==> src/rtl/cam_controller.sv <==
// Small content-addressable memory: ENTRIES compare cells plus a valid bit per entry,
// sequenced through a single valid/ready request port with registered responses.

module cam_cell #(
  parameter int WIDTH = 8
) (
  input  logic             clk,
  input  logic             we_i,
  input  logic [WIDTH-1:0] wdata_i,
  input  logic             cmp_en_i,
  input  logic [WIDTH-1:0] key_i,
  output logic             match_o
);

  logic [WIDTH-1:0] data_d;
  logic [WIDTH-1:0] data_q;

  always_comb begin
    data_d = data_q;
    if (we_i) begin
      data_d = wdata_i;
    end
  end

  // Storage cells carry no reset; only the controller's valid bits are cleared.
  always_ff @(posedge clk) begin
    data_q <= data_d;
  end

  assign match_o = cmp_en_i && (data_q == key_i);

endmodule

module cam_controller #(
  parameter int WIDTH   = 8,
  parameter int ENTRIES = 8,
  parameter int AW      = $clog2(ENTRIES)
) (
  input  logic             clk,
  input  logic             reset,
  input  logic             req_valid_i,
  output logic             req_ready_o,
  input  logic [1:0]       req_op_i,
  input  logic [AW-1:0]    req_addr_i,
  input  logic [WIDTH-1:0] req_data_i,
  output logic             rsp_valid_o,
  output logic [1:0]       rsp_op_o,
  output logic             rsp_hit_o,
  output logic [AW-1:0]    rsp_index_o,
  output logic             rsp_multi_o,
  output logic             rsp_err_o
);

  typedef enum logic [1:0] {
    OP_WRITE  = 2'b00,
    OP_SEARCH = 2'b01,
    OP_INVAL  = 2'b10,
    OP_CLEAR  = 2'b11
  } op_e;

  typedef enum logic [1:0] {
    S_IDLE,
    S_SEARCH,
    S_CLEAR
  } state_e;

  // One extra bit so the bound compare also works when ENTRIES is a power of two.
  localparam logic [AW:0] ENTRIES_W = (AW+1)'(ENTRIES);
  localparam logic [AW-1:0] LAST_IDX = AW'(ENTRIES - 1);

  state_e               state_d, state_q;
  logic [ENTRIES-1:0]   valid_d, valid_q;
  logic [WIDTH-1:0]     key_d, key_q;
  logic [AW-1:0]        clr_idx_d, clr_idx_q;

  logic                 rsp_valid_d, rsp_valid_q;
  logic [1:0]           rsp_op_d, rsp_op_q;
  logic                 rsp_hit_d, rsp_hit_q;
  logic [AW-1:0]        rsp_index_d, rsp_index_q;
  logic                 rsp_multi_d, rsp_multi_q;
  logic                 rsp_err_d, rsp_err_q;

  logic [ENTRIES-1:0]   cell_we;
  logic [WIDTH-1:0]     cell_wdata;
  logic                 cmp_en;
  logic [ENTRIES-1:0]   cell_match;
  logic [ENTRIES-1:0]   match_vec;

  logic                 accept;
  logic                 addr_oob;
  op_e                  req_op;

  logic                 hit_c;
  logic [AW-1:0]        idx_c;
  logic                 multi_c;

  assign req_ready_o = (state_q == S_IDLE) && !reset;
  assign accept      = req_valid_i && req_ready_o;
  assign req_op      = op_e'(req_op_i);
  assign addr_oob    = ({1'b0, req_addr_i} >= ENTRIES_W);
  assign cmp_en      = (state_q == S_SEARCH);

  for (genvar g = 0; g < ENTRIES; g++) begin : g_cell
    cam_cell #(
      .WIDTH (WIDTH)
    ) u_cell (
      .clk      (clk),
      .we_i     (cell_we[g]),
      .wdata_i  (cell_wdata),
      .cmp_en_i (cmp_en),
      .key_i    (key_q),
      .match_o  (cell_match[g])
    );
  end

  assign match_vec = cell_match & valid_q;

  // Lowest-index priority encode; a second hit flags multi.
  always_comb begin
    hit_c   = 1'b0;
    idx_c   = '0;
    multi_c = 1'b0;
    for (int unsigned i = 0; i < ENTRIES; i++) begin
      if (match_vec[i]) begin
        if (hit_c) begin
          multi_c = 1'b1;
        end else begin
          hit_c = 1'b1;
          idx_c = AW'(i);
        end
      end
    end
  end

  always_comb begin
    state_d     = state_q;
    valid_d     = valid_q;
    key_d       = key_q;
    clr_idx_d   = clr_idx_q;
    cell_we     = '0;
    cell_wdata  = req_data_i;
    rsp_valid_d = 1'b0;
    rsp_op_d    = '0;
    rsp_hit_d   = 1'b0;
    rsp_index_d = '0;
    rsp_multi_d = 1'b0;
    rsp_err_d   = 1'b0;

    case (state_q)
      S_IDLE: begin
        if (accept) begin
          case (req_op)
            OP_WRITE, OP_INVAL: begin
              rsp_valid_d = 1'b1;
              rsp_op_d    = req_op_i;
              rsp_err_d   = addr_oob;
              if (!addr_oob) begin
                for (int unsigned i = 0; i < ENTRIES; i++) begin
                  if (req_addr_i == AW'(i)) begin
                    cell_we[i] = (req_op == OP_WRITE);
                    valid_d[i] = (req_op == OP_WRITE);
                  end
                end
              end
            end
            OP_SEARCH: begin
              key_d   = req_data_i;
              state_d = S_SEARCH;
            end
            OP_CLEAR: begin
              clr_idx_d = '0;
              state_d   = S_CLEAR;
            end
            default: ;
          endcase
        end
      end

      S_SEARCH: begin
        rsp_valid_d = 1'b1;
        rsp_op_d    = OP_SEARCH;
        rsp_hit_d   = hit_c;
        rsp_index_d = idx_c;
        rsp_multi_d = multi_c;
        state_d     = S_IDLE;
      end

      S_CLEAR: begin
        cell_wdata = '0;
        for (int unsigned i = 0; i < ENTRIES; i++) begin
          if (clr_idx_q == AW'(i)) begin
            cell_we[i] = 1'b1;
            valid_d[i] = 1'b0;
          end
        end
        if (clr_idx_q == LAST_IDX) begin
          rsp_valid_d = 1'b1;
          rsp_op_d    = OP_CLEAR;
          state_d     = S_IDLE;
        end else begin
          clr_idx_d = clr_idx_q + 1'b1;
        end
      end

      default: state_d = S_IDLE;
    endcase
  end

  always_ff @(posedge clk) begin
    if (reset) begin
      state_q     <= S_IDLE;
      valid_q     <= '0;
      key_q       <= '0;
      clr_idx_q   <= '0;
      rsp_valid_q <= 1'b0;
      rsp_op_q    <= '0;
      rsp_hit_q   <= 1'b0;
      rsp_index_q <= '0;
      rsp_multi_q <= 1'b0;
      rsp_err_q   <= 1'b0;
    end else begin
      state_q     <= state_d;
      valid_q     <= valid_d;
      key_q       <= key_d;
      clr_idx_q   <= clr_idx_d;
      rsp_valid_q <= rsp_valid_d;
      rsp_op_q    <= rsp_op_d;
      rsp_hit_q   <= rsp_hit_d;
      rsp_index_q <= rsp_index_d;
      rsp_multi_q <= rsp_multi_d;
      rsp_err_q   <= rsp_err_d;
    end
  end

  assign rsp_valid_o = rsp_valid_q;
  assign rsp_op_o    = rsp_op_q;
  assign rsp_hit_o   = rsp_hit_q;
  assign rsp_index_o = rsp_index_q;
  assign rsp_multi_o = rsp_multi_q;
  assign rsp_err_o   = rsp_err_q;

endmodule

==> config.mk <==
export PLATFORM = sky130hd
export DESIGN_NAME = cam_controller
export DESIGN_NICKNAME = d
export VERILOG_FILES = /design/src/rtl/cam_controller.sv
export SDC_FILE = /design/constraint.sdc
export NUM_CORES = 1
export LEC_CHECK = 0
export ABC_AREA = 1
export CORE_ASPECT_RATIO = 2
export CORE_MARGIN = 8
export CORE_UTILIZATION = 51
export DETAILED_ROUTE_END_ITERATION = 8
export GPL_TIMING_DRIVEN = 0
export PLACE_DENSITY = 0.7
export SLEW_MARGIN = 20
export SYNTH_ARGS = -nofsm -noshare
export SYNTH_HDL_FRONTEND = slang
export SYNTH_HIERARCHICAL = 1
export SYNTH_SLANG_ARGS = --single-unit
==> constraint.sdc <==
create_clock -name clk -period 2.4 [get_ports clk]
set_input_delay 0.24 -clock clk [delete_from_list [all_inputs] [get_ports clk]]
set_output_delay 0.24 -clock clk [all_outputs]
set_load 0.02 [all_outputs]
## Word level (Yosys, flattened, before mapping)

Cells that the tools add are included.

| word-level totals | value |
|---|---|
| bits in latches | 0 |
| input bits | 16 |
| RAM bits | 0 |
| output and inout port bits | 10 |
| register bits | 93 |
| logic and storage cells | 194 |
| memory bits (read-only) | 0 |
| memories kept | 0 |

| cells by class | value |
|---|---|
| div/mod/pow operators | 0 |
| shifts and indexed selects | 0 |
| bitwise gates (word level) | 2 |
| $mul | 0 |
| multiplexer cells | 90 |
| equality and inequality tests | 48 |
| magnitude comparators | 0 |
| $add $sub $neg | 1 |
| reductions and logical operators | 29 |

Operator list:

| cell | number |
|---|---|
| 8-bit == test | 8 |
| 1-bit two-way mux | 58 |
| 3-bit two-way mux | 14 |
| 8-bit two-way mux | 5 |
| 5-bit AND reduction | 8 |
| 8-bit case mux with 2 select lines | 2 |
| 3-bit == test, second input constant | 8 |
| 2-bit by 1-bit != test with 1-bit output, second input constant | 10 |
| 2-bit != test, second input constant | 10 |
| 3-bit by 2-bit == test with 1-bit output, second input constant | 4 |
| 2-bit two-way mux | 6 |
| 1-bit logical AND | 10 |
| 8-bit bitwise AND | 1 |
| 2-bit case mux with 2 select lines | 2 |
| 2-bit == test, second input constant | 3 |
| 3-bit by 1-bit == test with 1-bit output, second input constant | 2 |
| 3-bit zero test | 2 |
| 2-bit case mux with 3 select lines | 1 |
| 3-bit case mux with 2 select lines | 1 |
| 3-bit AND reduction | 2 |
| 2-bit by 1-bit == test with 1-bit output, second input constant | 2 |
| 2-bit zero test | 2 |
| 4-bit AND reduction | 1 |
| 2-bit OR reduction | 2 |
| other kinds (6) | 6 |

## Logic depth before layout (Yosys ltp)

| logic depth | value |
|---|---|
| depth in word-level cells | 18 |
| mapped depth | 14 |
| depth with buffers taken out | 14 |

## Hierarchy

The synthesis kept the hierarchy.

Modules (own cells, without submodules):

| module | instances | cells each | area each (um^2) |
|---|---|---|---|
| cam_cell | 8 | 43 | 392.9 |
| cam_controller | 1 | 245 | 1674.1 |

## Worst setup path before layout

Ideal clock, no wire load.

| path | value |
|---|---|
| kind | register -> register |
| from | register state_q[1] |
| to | register g_cell[0].u_cell.data_q[0] (enable) |
| path slack | 0.636 ns |
| path buffers | 1 |
| cell stages (with the launch flop) | 7 |
| arrival | 1.387 ns |
| cell sequence | dfxtp_1 nor2_1 buf_6 inv_2 nor3_4 nand3_2 o22ai_1 |

| between the ends | value |
|---|---|
| cells in the longest elaborated chain, start to end | 5 |

Ends and longest elaborated chain:

| item | line | source |
|---|---|---|
| start: declaration | 71 | `state_e state_d, state_q;` |
| start signal: assignment | 222 | `state_q <= state_d;` |
| 2-bit zero test | 97, 149 |  |
| 1-bit logical AND | 97 | `assign req_ready_o = (state_q == S_IDLE) && !reset;` |
| 1-bit logical AND | 98 | `assign accept = req_valid_i && req_ready_o;` |
| 8-bit two-way mux | 151 | `if (accept) begin` |
| 8-bit case mux with 2 select lines * | 149 | `case (state_q)` |
| named net cell_we[0] | 83 | `logic [ENTRIES-1:0] cell_we;` |
| end signal: assignment | 27 | `data_q <= data_d;` |
| end: declaration | 16 | `logic [WIDTH-1:0] data_q;` |

The timed path passes the listed nets; every way through them passes the cells marked *.
A chain may end at the register's enable or synchronous reset.

## Worst setup path in the final report

| path | value |
|---|---|
| from | register state_q[1] |
| to | register g_cell[0].u_cell.data_q[4] (enable) |

The elaborated chain is that of the path after synthesis.

==> flow_summary.toml <==
[sta]
rsz_0062_raised_after_global_routing = "false"
final-hold-violation-count = 0
finalCriticalPeriod_ns = 2.225
report.final.slew_viol_count = 0
slew_headroom = 0.3823
worst_clock_skew_ns = 0.006226
max_freq_mhz = 449.5
setup-violations-final = 0
final.period_utilization = 0.9270
worst-slew-pin-transition_ns = 0.9265

[global_routing]
number_of_antenna_violations_at_the_first_check_in_global_routing = 0
grt_first_pass_wirelength_um = 17150
gr-usage-all-layers = 0.1719
vias_in_the_first_global_route = 3616
grt_max_degree = 18
grt_overflow = 0

[setup_path]
startpoint = "state_q[1]$_SDFFE_PP0P_"
worst_r2r_endpoint = "g_cell[0].u_cell/data_q[4]$_DFFE_PP_"
critical_path.max_fanout = 10
critical_path.cell_chain = "nor2_1, buf_6, inv_2, nor3_4, nand3_2, o22ai_1"
worstSetupPathType = "flop to flop"
cp-end-kind = "flop"
reg2reg_setup_slack_ns = 0.18
crit_path_top_delay_cell = "sky130_fd_sc_hd__o22ai_1"
critical_path.endpoint = "g_cell[0].u_cell/data_q[4]$_DFFE_PP_"
critPathArrivalTime_ns = 2.18
worst_path_largest_cell_delay_ns = 0.74
reg2reg_from = "state_q[1]$_SDFFE_PP0P_"
r2r_cells = 6
path_delay_family = "compound AO/OA/AOI/OAI gates"
worstPathBufferInverterCount = 2
critPathLaunchType = "flop"
worst_ep_required_time_ns = 2.36
cp_num_cells = 6

[synthesis]
synth.yosys.seq_area_share = 0.5195
mappedNetlistNets = 611
yosys-top-cells-count = "181 x sky130_fd_sc_hd__nand2_1, 93 x sky130_fd_sc_hd__inv_1, 64 x sky130_fd_sc_hd__edfxtp_1"
ys_async_sr_fraction = 0
synthDominantCellAreaShare = 0.3990
synth_seq_cells = 93
synth_enable_flop_cells = 64
dominantRegCellSynth = "sky130_fd_sc_hd__edfxtp_1"
post_syn_area_mm2 = 0.004817
ys_warns = 6
yosysTopAreaCell = "sky130_fd_sc_hd__edfxtp_1"
ys_top_cells_by_area = "sky130_fd_sc_hd__edfxtp_1 40%, sky130_fd_sc_hd__nand2_1 14%, sky130_fd_sc_hd__dfxtp_1 12%"
post_synth_inst_count = 589
synthDistinctLibCells = 31
yosysMostFrequentCell = "sky130_fd_sc_hd__nand2_1"
syn-mean-instance-area_um2 = 8.178

[placement]
hpwlAfterDp_um = 8382
placed_area_mm2 = 0.005177
port-buffer-count = 23
globalplace.congestion = 0.9528

[floorplanning]
floorplan.initialDensity = 0.5203
die-area_mm2 = 0.01300
core.rowCount = 50
chip_width_um = 84.72
fp.dieH_um = 153.4
core_area_mm2 = 0.009259
io-pin-count = 26

[clocking]
tritoncts.num_buffers = 9
register_clock_pin_slew_on_the_reported_worst_setup_and_hold_paths_ns = 0.06
cts_post_setup_buffers_inserted = 0
cts_sinks = 93
cts-root-buf = "sky130_fd_sc_hd__clkbuf_16"
clock_latency_reported_for_the_late_side_of_the_worst_skew_pair_ns = 0.33
tritoncts = "done"
cts_hold_repair.buffers = 0
htreeDepth = 3
cts.path.max_buffers = 2

[run]
maxCapViolations = 0

[routing]
viasPerCell = 5.055
detailedRoute.firstIterationViolations = 239
detail_route.drc_violations = 0
detailedRoute.firstPassIterationCount = 5
detailroute.via_count = 3695
avgRoutedWirePerCell_um = 14.66
routed_wirelength_um = 10710
detail-route-antenna-nets = 0

[finish]
post_route_cells_drive_above_1_share = 0.1053
area_growth_pct = 13.38
nNetsFinal = 645
antenna_cells_inserted = 0
multiInputGateArea_mm2 = 0.001829
postLayoutCellArea_mm2 = 0.005461
ff_latch_area_mm2 = 0.002502
nFillCells = 818

[hold_path]
min-delay-path-class = "input pin to flop"

[power]
total_leakage_power_nw = 2.238
power.ir.vdd_worst_v = 0.0004390
power_mw = 3.343
power_density_mw_per_mm2 = 612.0

[run_status]
status = "finished, final reports clean"
where the power goes:
part	leakage [nW]	internal [mW]	total, mW	switching [mW]
registers	0.812	1.73	1.76	0.0277
clock network	0.134	0.801	1.35	0.544
logic	1.29	0.0864	0.235	0.149
sequential cells by signal (all words and copies together) (netlist names):
register / cells
rsp_multi_o: 1
rsp_hit_o: 1
key_q: 8
rsp_index_o: 3
g_cell.u_cell/data_q: 64
rsp_valid_o: 1
rsp_op_o: 2
valid_q: 8
state_q: 2
clr_idx_q: 3
metrics by stage:
| stage | hold slack (ns) | instances | util | TNS [ns] | setup slack (ns) |
|---|---|---|---|---|---|
| final | 0.1592 | 731 | 0.5899 | 0 | 0.1753 |
| after floorplan | 0.3888 | 589 | - | 0 | 0.6364 |
| after global placement | 0.4504 | 716 | 0.5592 | -0.4470 | -0.02255 |
| after global routing | 0.1632 | 731 | 0.5899 | 0 | 0.00005707 |
| after detailed placement | 0.4523 | 716 | 0.5592 | -0.4689 | -0.03836 |
| after CTS | 0.1486 | 731 | 0.5889 | 0 | 0.04123 |
logic make-up (layout without fill, tap and decap cells):
kind of cell,count (synthesis),in the layout,synth area share
AOI/OAI and AO/OA,55,55,0.06780
xor gates and xnor gates,16,16,0.02909
adders and majority gates,6,6,0.01558
buffers and inverters,121,159,0.1026
DFF,93,93,0.5195
other,1,1,0.0007785
and+or+nand+nor,297,297,0.2647
timing repair:
| action | 4_1_cts | 5_1_grt |
|---|---|---|
| endpoints found under the hold margin | 0 | 0 |
| endpoints found under the setup margin | 0 | 12 |
| resized for setup | 0 | 2 |
worst register-to-register path: stages (launching register included):
cell and delay (ns):
sky130_fd_sc_hd__dfxtp_1 0.35, sky130_fd_sc_hd__nor2_1 0.19, sky130_fd_sc_hd__buf_6 0.18, sky130_fd_sc_hd__inv_2 0.06, sky130_fd_sc_hd__nor3_4 0.16, sky130_fd_sc_hd__nand3_2 0.17
sky130_fd_sc_hd__o22ai_1 0.74
worst min path at each step:
stage | cells after the start | slack [ns] | endpoint | startpoint
floorplan | 2 | 0.39 | key_q[1]$_SDFFE_PP0P_ | req_data_i[1]
global placement | 2 | 0.45 | valid_q[1]$_SDFFE_PP0P_ | valid_q[1]$_SDFFE_PP0P_
detailed placement | 2 | 0.45 | valid_q[1]$_SDFFE_PP0P_ | valid_q[1]$_SDFFE_PP0P_
CTS | 2 | 0.15 | valid_q[0]$_SDFFE_PP0P_ | reset
global route | 2 | 0.16 | valid_q[0]$_SDFFE_PP0P_ | reset
finish | 2 | 0.16 | valid_q[0]$_SDFFE_PP0P_ | reset
layer usage:
| metal | up-vias | GRT usage | part of all wire |
|---|---|---|---|
| li1 | 1922 | - | - |
| met1 | 1661 | 0.1471 | 0.35 |
| met2 | 76 | 0.3343 | 0.57 |
| met3 | 36 | 0.03706 | 0.027 |
| met4 | 0 | 0.1182 | 0.054 |
| met5 | - | 0 | 0 |
cell type report:
type                            instances  area share
Sequential cell                        93      0.4582
Multi-Input combinational cell        375      0.3349
Inverter                              112     0.07743
Clock buffer                           13     0.04399
Timing Repair Buffer                   23     0.04215
Tap cell                              104     0.02383
Buffer                                  9     0.01306
Clock inverter                          2    0.006415
layout by cell type (no fill, tap or decap), types with 3 or more instances in the layout:
cell                                n
sky130_fd_sc_hd__a21oi_1           19
sky130_fd_sc_hd__buf_4              4
sky130_fd_sc_hd__buf_6              3
sky130_fd_sc_hd__clkbuf_1           6
sky130_fd_sc_hd__clkbuf_16          9
sky130_fd_sc_hd__clkdlybuf4s50_1   23
sky130_fd_sc_hd__dfxtp_1           29
sky130_fd_sc_hd__edfxtp_1          64
sky130_fd_sc_hd__ha_1               6
sky130_fd_sc_hd__inv_1             93
sky130_fd_sc_hd__inv_2             18
sky130_fd_sc_hd__nand2_1          181
sky130_fd_sc_hd__nand3_1           28
sky130_fd_sc_hd__nand4_1           16
sky130_fd_sc_hd__nor2_1            45
sky130_fd_sc_hd__nor2_2            18
sky130_fd_sc_hd__nor3_1             3
sky130_fd_sc_hd__o21a_1             8
sky130_fd_sc_hd__o21ai_0           14
sky130_fd_sc_hd__o21ai_1            5
sky130_fd_sc_hd__xnor2_1           16
Power figures use the tool's default switching activity.
